[src/rtl/gpr_wb_arbiter_if.sv]
// Write-back arbiter bus: two producer handshakes, the issue/decode
// scoreboard ports, and the registered register-file write port.
interface gpr_wb_arbiter_if #(
    parameter int XLEN = 32,
    parameter int AW   = 5
);
    // ALU write-back producer
    logic            alu_valid;
    logic            alu_ready;
    logic [AW-1:0]   alu_dest;
    logic [XLEN-1:0] alu_data;
    // LSU load-return producer
    logic            lsu_valid;
    logic            lsu_ready;
    logic [AW-1:0]   lsu_dest;
    logic [XLEN-1:0] lsu_data;
    // Issue and decode hazard check
    logic            iss_en;
    logic [AW-1:0]   iss_dest;
    logic [AW-1:0]   chk_addr_1;
    logic [AW-1:0]   chk_addr_2;
    logic            chk_busy_1;
    logic            chk_busy_2;
    // Register-file write port
    logic            reg_write_en;
    logic [AW-1:0]   reg_write_dest;
    logic [XLEN-1:0] reg_write_data;

    // Producer / pipeline side: drives requests, sees grants and write port
    modport master (
        output alu_valid, alu_dest, alu_data,
        output lsu_valid, lsu_dest, lsu_data,
        output iss_en, iss_dest, chk_addr_1, chk_addr_2,
        input  alu_ready, lsu_ready, chk_busy_1, chk_busy_2,
        input  reg_write_en, reg_write_dest, reg_write_data
    );

    // Arbiter side
    modport slave (
        input  alu_valid, alu_dest, alu_data,
        input  lsu_valid, lsu_dest, lsu_data,
        input  iss_en, iss_dest, chk_addr_1, chk_addr_2,
        output alu_ready, lsu_ready, chk_busy_1, chk_busy_2,
        output reg_write_en, reg_write_dest, reg_write_data
    );
endinterface

[src/rtl/gpr_wb_arbiter.sv]
// GPR write-back arbiter: grants the ALU or LSU one write per cycle with
// alternating priority on conflict, drives a registered write port, and
// keeps a pending-write scoreboard for decode RAW hazard detection.
module gpr_wb_arbiter #(
    parameter int XLEN = 32,
    parameter int AW   = 5
) (
    input  logic               clk,
    input  logic               rst,
    gpr_wb_arbiter_if.slave    bus
);
    localparam int NREG = 1 << AW;

    typedef enum logic [0:0] {
        GNT_ALU = 1'b0,
        GNT_LSU = 1'b1
    } grant_e;

    grant_e            r_last_grant;
    logic [NREG-1:0]   r_pending;
    logic              r_reg_write_en;
    logic [AW-1:0]     r_reg_write_dest;
    logic [XLEN-1:0]   r_reg_write_data;

    logic              w_alu_grant;
    logic              w_lsu_grant;
    logic              w_xfer;
    logic [AW-1:0]     w_xfer_dest;
    logic [XLEN-1:0]   w_xfer_data;
    logic [NREG-1:0]   w_pending_nxt;
    logic              w_busy_1;
    logic              w_busy_2;

    // Pick one requester; on a conflict the one that did not win last time
    always_comb begin
        w_alu_grant = 1'b0;
        w_lsu_grant = 1'b0;
        case ({bus.alu_valid, bus.lsu_valid})
            2'b10: w_alu_grant = 1'b1;
            2'b01: w_lsu_grant = 1'b1;
            2'b11: begin
                if (r_last_grant == GNT_ALU) begin
                    w_lsu_grant = 1'b1;
                end else begin
                    w_alu_grant = 1'b1;
                end
            end
            default: begin
                w_alu_grant = 1'b0;
                w_lsu_grant = 1'b0;
            end
        endcase
    end

    // Granted handshake implies a transfer; mux the winner's payload
    always_comb begin
        w_xfer = w_alu_grant | w_lsu_grant;
        if (w_lsu_grant) begin
            w_xfer_dest = bus.lsu_dest;
            w_xfer_data = bus.lsu_data;
        end else begin
            w_xfer_dest = bus.alu_dest;
            w_xfer_data = bus.alu_data;
        end
    end

    // Remember the last winner; it only moves when something transfers
    always_ff @(posedge clk or posedge rst) begin
        if (rst) begin
            r_last_grant <= GNT_ALU;
        end else if (w_xfer) begin
            r_last_grant <= w_lsu_grant ? GNT_LSU : GNT_ALU;
        end else begin
            r_last_grant <= r_last_grant;
        end
    end

    // Registered write port; x0 writes are accepted but never enabled
    always_ff @(posedge clk or posedge rst) begin
        if (rst) begin
            r_reg_write_en   <= 1'b0;
            r_reg_write_dest <= {AW{1'b0}};
            r_reg_write_data <= {XLEN{1'b0}};
        end else if (w_xfer) begin
            r_reg_write_en   <= (w_xfer_dest != {AW{1'b0}});
            r_reg_write_dest <= w_xfer_dest;
            r_reg_write_data <= w_xfer_data;
        end else begin
            r_reg_write_en   <= 1'b0;
        end
    end

    // Scoreboard next state: clear on write-back, then set on issue so a
    // newer producer of the same register keeps it pending
    always_comb begin
        w_pending_nxt = r_pending;
        if (w_xfer) begin
            w_pending_nxt[w_xfer_dest] = 1'b0;
        end else begin
            w_pending_nxt = w_pending_nxt;
        end
        if (bus.iss_en && (bus.iss_dest != {AW{1'b0}})) begin
            w_pending_nxt[bus.iss_dest] = 1'b1;
        end else begin
            w_pending_nxt = w_pending_nxt;
        end
        w_pending_nxt[0] = 1'b0;
    end

    // Scoreboard state
    always_ff @(posedge clk or posedge rst) begin
        if (rst) begin
            r_pending <= {NREG{1'b0}};
        end else begin
            r_pending <= w_pending_nxt;
        end
    end

    // Busy also covers the cycle the register file write is in flight
    always_comb begin
        w_busy_1 = (bus.chk_addr_1 != {AW{1'b0}}) &&
                   (r_pending[bus.chk_addr_1] ||
                    (r_reg_write_en && (r_reg_write_dest == bus.chk_addr_1)));
        w_busy_2 = (bus.chk_addr_2 != {AW{1'b0}}) &&
                   (r_pending[bus.chk_addr_2] ||
                    (r_reg_write_en && (r_reg_write_dest == bus.chk_addr_2)));
    end

    assign bus.alu_ready      = w_alu_grant;
    assign bus.lsu_ready      = w_lsu_grant;
    assign bus.chk_busy_1     = w_busy_1;
    assign bus.chk_busy_2     = w_busy_2;
    assign bus.reg_write_en   = r_reg_write_en;
    assign bus.reg_write_dest = r_reg_write_dest;
    assign bus.reg_write_data = r_reg_write_data;

endmodule

[src/flat_wrapper.sv]
// flat-port wrapper written by rule: the top's interface ports become plain ports
module gpr_wb_arbiter_flat 
#(
    parameter int XLEN = 32,
    parameter int AW   = 5
)
  (clk, rst, bus_alu_valid, bus_alu_dest, bus_alu_data, bus_lsu_valid, bus_lsu_dest, bus_lsu_data, bus_iss_en, bus_iss_dest, bus_chk_addr_1, bus_chk_addr_2, bus_alu_ready, bus_lsu_ready, bus_chk_busy_1, bus_chk_busy_2, bus_reg_write_en, bus_reg_write_dest, bus_reg_write_data);
  gpr_wb_arbiter_if #(.XLEN(XLEN), .AW(AW)) bus_i ();
  input  logic clk;
  input  logic rst;
  input wire logic [$bits(bus_i.alu_valid)-1:0] bus_alu_valid;
  input wire logic [$bits(bus_i.alu_dest)-1:0] bus_alu_dest;
  input wire logic [$bits(bus_i.alu_data)-1:0] bus_alu_data;
  input wire logic [$bits(bus_i.lsu_valid)-1:0] bus_lsu_valid;
  input wire logic [$bits(bus_i.lsu_dest)-1:0] bus_lsu_dest;
  input wire logic [$bits(bus_i.lsu_data)-1:0] bus_lsu_data;
  input wire logic [$bits(bus_i.iss_en)-1:0] bus_iss_en;
  input wire logic [$bits(bus_i.iss_dest)-1:0] bus_iss_dest;
  input wire logic [$bits(bus_i.chk_addr_1)-1:0] bus_chk_addr_1;
  input wire logic [$bits(bus_i.chk_addr_2)-1:0] bus_chk_addr_2;
  output wire logic [$bits(bus_i.alu_ready)-1:0] bus_alu_ready;
  output wire logic [$bits(bus_i.lsu_ready)-1:0] bus_lsu_ready;
  output wire logic [$bits(bus_i.chk_busy_1)-1:0] bus_chk_busy_1;
  output wire logic [$bits(bus_i.chk_busy_2)-1:0] bus_chk_busy_2;
  output wire logic [$bits(bus_i.reg_write_en)-1:0] bus_reg_write_en;
  output wire logic [$bits(bus_i.reg_write_dest)-1:0] bus_reg_write_dest;
  output wire logic [$bits(bus_i.reg_write_data)-1:0] bus_reg_write_data;
  assign bus_i.alu_valid = bus_alu_valid;
  assign bus_i.alu_dest = bus_alu_dest;
  assign bus_i.alu_data = bus_alu_data;
  assign bus_i.lsu_valid = bus_lsu_valid;
  assign bus_i.lsu_dest = bus_lsu_dest;
  assign bus_i.lsu_data = bus_lsu_data;
  assign bus_i.iss_en = bus_iss_en;
  assign bus_i.iss_dest = bus_iss_dest;
  assign bus_i.chk_addr_1 = bus_chk_addr_1;
  assign bus_i.chk_addr_2 = bus_chk_addr_2;
  assign bus_alu_ready = bus_i.alu_ready;
  assign bus_lsu_ready = bus_i.lsu_ready;
  assign bus_chk_busy_1 = bus_i.chk_busy_1;
  assign bus_chk_busy_2 = bus_i.chk_busy_2;
  assign bus_reg_write_en = bus_i.reg_write_en;
  assign bus_reg_write_dest = bus_i.reg_write_dest;
  assign bus_reg_write_data = bus_i.reg_write_data;
  gpr_wb_arbiter #(.XLEN(XLEN), .AW(AW)) u_core (.clk(clk), .rst(rst), .bus(bus_i));
endmodule
[config.mk]
export PLATFORM = sky130hd
export DESIGN_NAME = gpr_wb_arbiter_flat
export DESIGN_NICKNAME = d
export VERILOG_FILES = /design/src/rtl/gpr_wb_arbiter_if.sv /design/src/rtl/gpr_wb_arbiter.sv /design/src/flat_wrapper.sv
export SDC_FILE = /design/constraint.sdc
export NUM_CORES = 1
export LEC_CHECK = 0
export ABC_CLOCK_PERIOD_IN_PS = 2530
export CORE_MARGIN = 2
export CORE_UTILIZATION = 45
export DETAILED_ROUTE_END_ITERATION = 16
export GPL_TIMING_DRIVEN = 1
export PLACE_DENSITY = 0.81
export SYNTH_ARGS = -nofsm -noshare
export SYNTH_HDL_FRONTEND = slang
export SYNTH_SLANG_ARGS = --single-unit
[constraint.sdc]
create_clock -name clk -period 2.53 [get_ports clk]
set_input_delay 0.506 -clock clk [delete_from_list [all_inputs] [get_ports clk]]
set_output_delay 0.506 -clock clk [all_outputs]
set_load 0.01 [all_outputs]
## Yosys cells after proc, flatten, opt, wreduce, memory -nomap -nowiden

Cells that the tools add are included.
W data, S select, Z words.

| storage, ports and cells | value |
|---|---|
| register bits | 70 |
| output and inout bits | 42 |
| word-level logic and storage cells | 51 |

| cells by class | value |
|---|---|
| order comparisons | 6 |
| eq/ne operators | 5 |
| multiplexer cells | 18 |
| bitwise gates (word level) | 4 |
| reductions and logical operators | 13 |

Operator list:

| operator | number |
|---|---|
| $mux W32 | 3 |
| $and A32 B32 Y32 | 1 |
| $not A32 Y32 | 1 |
| $or A32 B32 Y32 | 1 |
| $lt A5 B6 Y1 const B | 4 |
| $reduce_bool A5 Y1 | 4 |
| $bmux W1 S5 | 2 |
| $demux W1 S5 | 2 |
| $eq A5 B5 Y1 | 2 |
| $ge A5 B1 Y1 const B | 2 |
| $mux W1 | 8 |
| $logic_and A1 B1 Y1 | 7 |
| $mux W5 | 1 |
| $eq A2 B2 Y1 const B | 2 |
| $pmux W1 S2 | 2 |
| $eq A2 B1 Y1 const B | 1 |
| $logic_or A1 B1 Y1 | 2 |
| $or A1 B1 Y1 | 1 |

## Logic depth before layout (Yosys ltp)

| depth | value |
|---|---|
| depth in word-level cells | 12 |
| depth in mapped cells | 7 |
| depth with buffers taken out | 5 |

## Least setup slack after synthesis

Ideal clock, no wire load.

| timing | value |
|---|---|
| path type | in2out |
| start | in bus_chk_addr_1[0] |
| end | out bus_chk_busy_1 |
| arrival time | 1.674 ns |
| path slack | 0.350 ns |
| cell stages on the path | 6 |
| buffers on the path | 1 |
| cells stage by stage | buf_6 -> mux4_2 -> mux2_2 -> nand3_1 -> o311a_1 -> a21oi_1 |

| between the ends | value |
|---|---|
| cells in the longest elaborated chain, start to end | 4 |

RTL lines:

| what | RTL line | RTL |
|---|---|---|
| start: declaration | flat_wrapper.sv:19 | `input wire logic [$bits(bus_i.chk_addr_1)-1:0] bus_chk_addr_1;` |
| $bmux W1 S5 or $eq A5 B5 Y1 (tied branches) | gpr_wb_arbiter.sv:122, gpr_wb_arbiter.sv:123 |  |
| $mux W1 (not written as such) or $logic_and A1 B1 Y1 (tied branches) | gpr_wb_arbiter.sv:122, gpr_wb_arbiter.sv:123 |  |
| $logic_or A1 B1 Y1 | gpr_wb_arbiter.sv:122 | `(r_pending[bus.chk_addr_1] \|\|` |
| $logic_and A1 B1 Y1 * | gpr_wb_arbiter.sv:121 | `w_busy_1 = (bus.chk_addr_1 != {AW{1'b0}}) &&` |
| end: declaration | flat_wrapper.sv:23 | `output wire logic [$bits(bus_i.chk_busy_1)-1:0] bus_chk_busy_1;` |

Mark *: on every way between the ends. The rest lies on a longest branch, timed or not. The select of a mux whose other input is x is not followed.

## Worst setup path after layout

| timing | value |
|---|---|
| start | reg u_core.r_pending[31] |
| end | out bus_chk_busy_1 |

| between the ends | value |
|---|---|
| cells in the longest elaborated chain, start to end | 4 |

RTL lines:

| what | RTL line | RTL |
|---|---|---|
| start: declaration | gpr_wb_arbiter.sv:20 | `logic [NREG-1:0] r_pending;` |
| start signal: assignment | gpr_wb_arbiter.sv:113 | `r_pending <= {NREG{1'b0}};` |
| start signal: assignment | gpr_wb_arbiter.sv:115 | `r_pending <= w_pending_nxt;` |
| $bmux W1 S5 | gpr_wb_arbiter.sv:122 |  |
| $mux W1 (not written as such) | gpr_wb_arbiter.sv:122 |  |
| $logic_or A1 B1 Y1 | gpr_wb_arbiter.sv:122 |  |
| $logic_and A1 B1 Y1 | gpr_wb_arbiter.sv:121 |  |

Every way passes these cells. The select of a mux whose other input is x is not followed.

==> summary.md <==
| Metric | Value |
|---|---|
| Ys Warns | `0` |
| Post-synth EDFFs | `0` |
| NetSw | `~1100 µW` |
| Die ar. | `approximately 9000 µm²` |
| Clk network pwr share | `slightly above 30%` |
| Clock latency on the worst-skew pair | `~350 ps` |
| Register area share after synthesis | `between 40% and 50%` |
| Site Rows | `33` |
| First-pass GRT wire length | `roughly 17000 µm` |
| Initial DRC Count | `around 320` |
| Placement Setup Slack | `-710.9 ps` |
| Via density | `between 5 and 6` |
| Total Nets Final | `622` |
| Slew headroom | `between 60 and 70%` |
| Synth area leader | `dfrtp_1` |
| Setup violators final | `0` |
| Critical path type | `flip-flop to output pin` |
| Avg Cell Area, Syn | `just under 10 µm²` |
| Synthesized Nets | `between 400 and 500` |
| Run status | `complete, no violations` |
| Initial core utilization | `a little under half` |
| DR DRC count | `0` |
| Vias | `approximately 3600` |
| Gr usage total | `about a quarter` |
| Top-count cell post-synth | `dfrtp_1` |
| Synth cell types | `37` |
| DP Area | `around 5300 µm²` |
| Netlist Area Pre-Place | `~3800 µm²` |
| CTS Sinks | `70` |
| Fillers | `around 600` |
| TritonRoute pass-1 iters | `4` |
| Leak pwr | `0.002341 µW` |
| PortBufs | `around 140` |
| CP startpoint kind | `flip-flop` |
| Area Overhead vs Synth | `48.55%` |
| Worst path arrival time | `about 2000 ps` |
| Max IR drop VDD | `0.3303 mV` |
| Fmax achieved | `between 400 and 500 MHz` |
| Register cell area after layout | `about 1800 µm²` |
| Gate Count Post-Synth | `about 380` |
| Switching part of the total power | `between 20% and 30%` |
| Largest net degree at the start of global routing | `between 70 and 80` |
| Crit path time final | `2481 ps` |
| Worst-Margin Slew | `about 550 ps` |
| Tot Pwr | `3673 µW` |
| GR Overflow Total | `0` |
| Final WS setup | `roughly 49 ps` |
| Clock Tree Buf Depth | `2` |
| Tcrit/Tclk final | `a little over nine tenths` |
| Comb pwr share | `about 27%` |
| Worst min-delay path class | `flip-flop to flip-flop` |
| GPL Wtd Cong | `0.9382` |
| Die W | `95.38 µm` |
| Final ANT Viol Nets | `0` |
| # IOs | `~140` |
| Layout cells sized above 1 | `14.45%` |
| Die H | `around 95 µm` |
| Routed len/inst | `17.31 µm` |
| Initial antenna violation count | `0` |
| CP max FO | `3` |
| Multi-input logic area | `1902 µm²` |
| Routed wire length | `approximately 11000 µm` |
| Fin Clk Skew | `about 15 ps` |
| Flop pwr share | `41.4%` |
| Clock root buffer | `clkbuf_8` |
| Setup TNS Final | `0 ps` |
| Yosys reg bits | `70` |
| Vias in the first global route | `3537` |
| Post-synth ARST share | `100.0%` |
| Commonest cells post-synth | `dfrtp_1 (70), nand2_1 (69), o21ai_1 (37)` |
| Clock slew at reported path FFs | `about 80 ps` |
| Slew Limit Fails | `0` |
| Crit path required time | `2020 ps` |
| Antenna Cells | `0` |
| Power per Cell Area | `roughly 660 nW/µm²` |
| Cell area after layout | `approximately 5600 µm²` |
| Post-synth top area share | `between 40 and 50%` |
| CTS tree | `built` |
| Clock buffer count from CTS | `9` |
| CTS H-tree depth | `3` |
| Largest cells by area after synthesis | `dfrtp_1 (47%), nand2_1 (6.9%), a22oi_1 (6.4%)` |
| DP Wirelength | `slightly above 8000 µm` |
| Top_reg_cell synth | `dfrtp_1` |
| MaxCap Viol Count | `0` |
| Core ar. | `slightly above 8000 µm²` |
| Worst setup EP type | `output pin` |
| Final Hold Fails | `0` |
| Hold_buf cts | `0` |
| Internal cell power | `between 2000 and 3000 µW` |
## kinds of logic (layout without fill, tap and decap cells)
logic type / Yosys count / after routing / synth area share [%]
AND/OR/NAND/NOR: 126 / 126 / 16.35
AO/OA/AOI/OAI: 117 / 117 / 18.85
flip-flops: 70 / 70 / 46.62
multiplexers: 33 / 33 / 12.62
buffers and inverters: 23 / 177 / 3.230
XOR/XNOR: 10 / 10 / 2.331
## path summary, 6_finish.rpt
kind	startpoint	endpoint	slack, ps	depth (start not counted)
setup / recovery	u_core.r_pending[31]	bus_chk_busy_1	50	6
hold / removal	u_core.bus.reg_write_data[13]	u_core.bus.reg_write_data[13]	500	2
setup reg to reg	u_core.r_last_grant	u_core.r_pending[6]	520	6
hold reg to reg	u_core.bus.reg_write_data[13]	u_core.bus.reg_write_data[13]	500	2
max in group asynchronous	rst	u_core.r_pending[19]	1660	3
min in group asynchronous	rst	u_core.r_pending[10]	530	3
## state kept, by name, summed over array words and instances, names as in the netlist
| name | cells |
|---|---|
| u_core.bus.reg_write_en | 1 |
| u_core.r_pending | 31 |
| u_core.bus.reg_write_dest | 5 |
| u_core.bus.reg_write_data | 32 |
| u_core.r_last_grant | 1 |
## power by group through the flow
stage / Clock, µW / Combinational [µW] / Sequential (µW)
2_1_floorplan: 0 / 510 / 1500
3_3_place_gp: 0 / 973 / 1520
3_5_place_dp: 0 / 1010 / 1530
4_1_cts: 1160 / 1000 / 1510
5_1_grt: 1210 / 1090 / 1540
6_report: 1150 / 1010 / 1520
## what timing repair did
action / in CTS / in global routing
setup buffers: 0 / 0
setup endpoints to repair: 2 / 2
pin swaps: 0 / 3
resized for setup: 22 / 4
## routing by layer
metal / part of all wire [%] / vias to the layer above / global-route usage (%)
met2: 48 / 171 / 38.85
met1: 39 / 1759 / 29.45
met3: 8.8 / 30 / 7.510
met4: 3.7 / 0 / 12.62
li1: - / 1680 / -
met5: 0 / - / 0
## worst max-delay path: stages, from the launching register on
cell and delay [ps]:
dfrtp_1 410, mux4_2 480, mux2_2 290, nand3_1 100
o311a_1 160, a21oi_1 60, buf_2 140
## stage by stage
| stage | instances | hold slack, ps | utilization [%] |
|---|---|---|---|
| 4_1_cts | 638 | 502.0 | 68.48 |
| 3_3_place_gp | 622 | 476.1 | 65.51 |
| 3_5_place_dp | 622 | 485.5 | 65.51 |
| 2_1_floorplan | 379 | 463.0 | - |
| 5_1_grt | 638 | 528.8 | 68.62 |
| 6_report | 638 | 497.9 | 68.62 |
## placed cells by master (no fill, tap or decap), types with 3 or more instances in the layout
cell type,instances
nand2_1,69
a21oi_1,9
o21ai_0,31
buf_4,19
bufinv_16,3
nor2_1,12
o21ai_1,37
mux4_2,10
nand3b_1,9
nor2b_1,6
mux2i_1,15
or3_4,4
inv_1,3
clkdlybuf4s50_1,127
nand3_1,10
a22oi_1,32
clkbuf_8,11
mux2_2,5
buf_2,3
dfrtp_1,70
xor2_1,8
## final cells by class
class,instances,share of cell area (%)
timing repair buffer,157,27.33
sequential,70,31.38
clock buffer,11,2.712
inverter,4,0.2690
multi-input combinational,286,34.07
tap,105,2.354
clock inverter,5,1.883
Power figures use the tool's default switching activity.
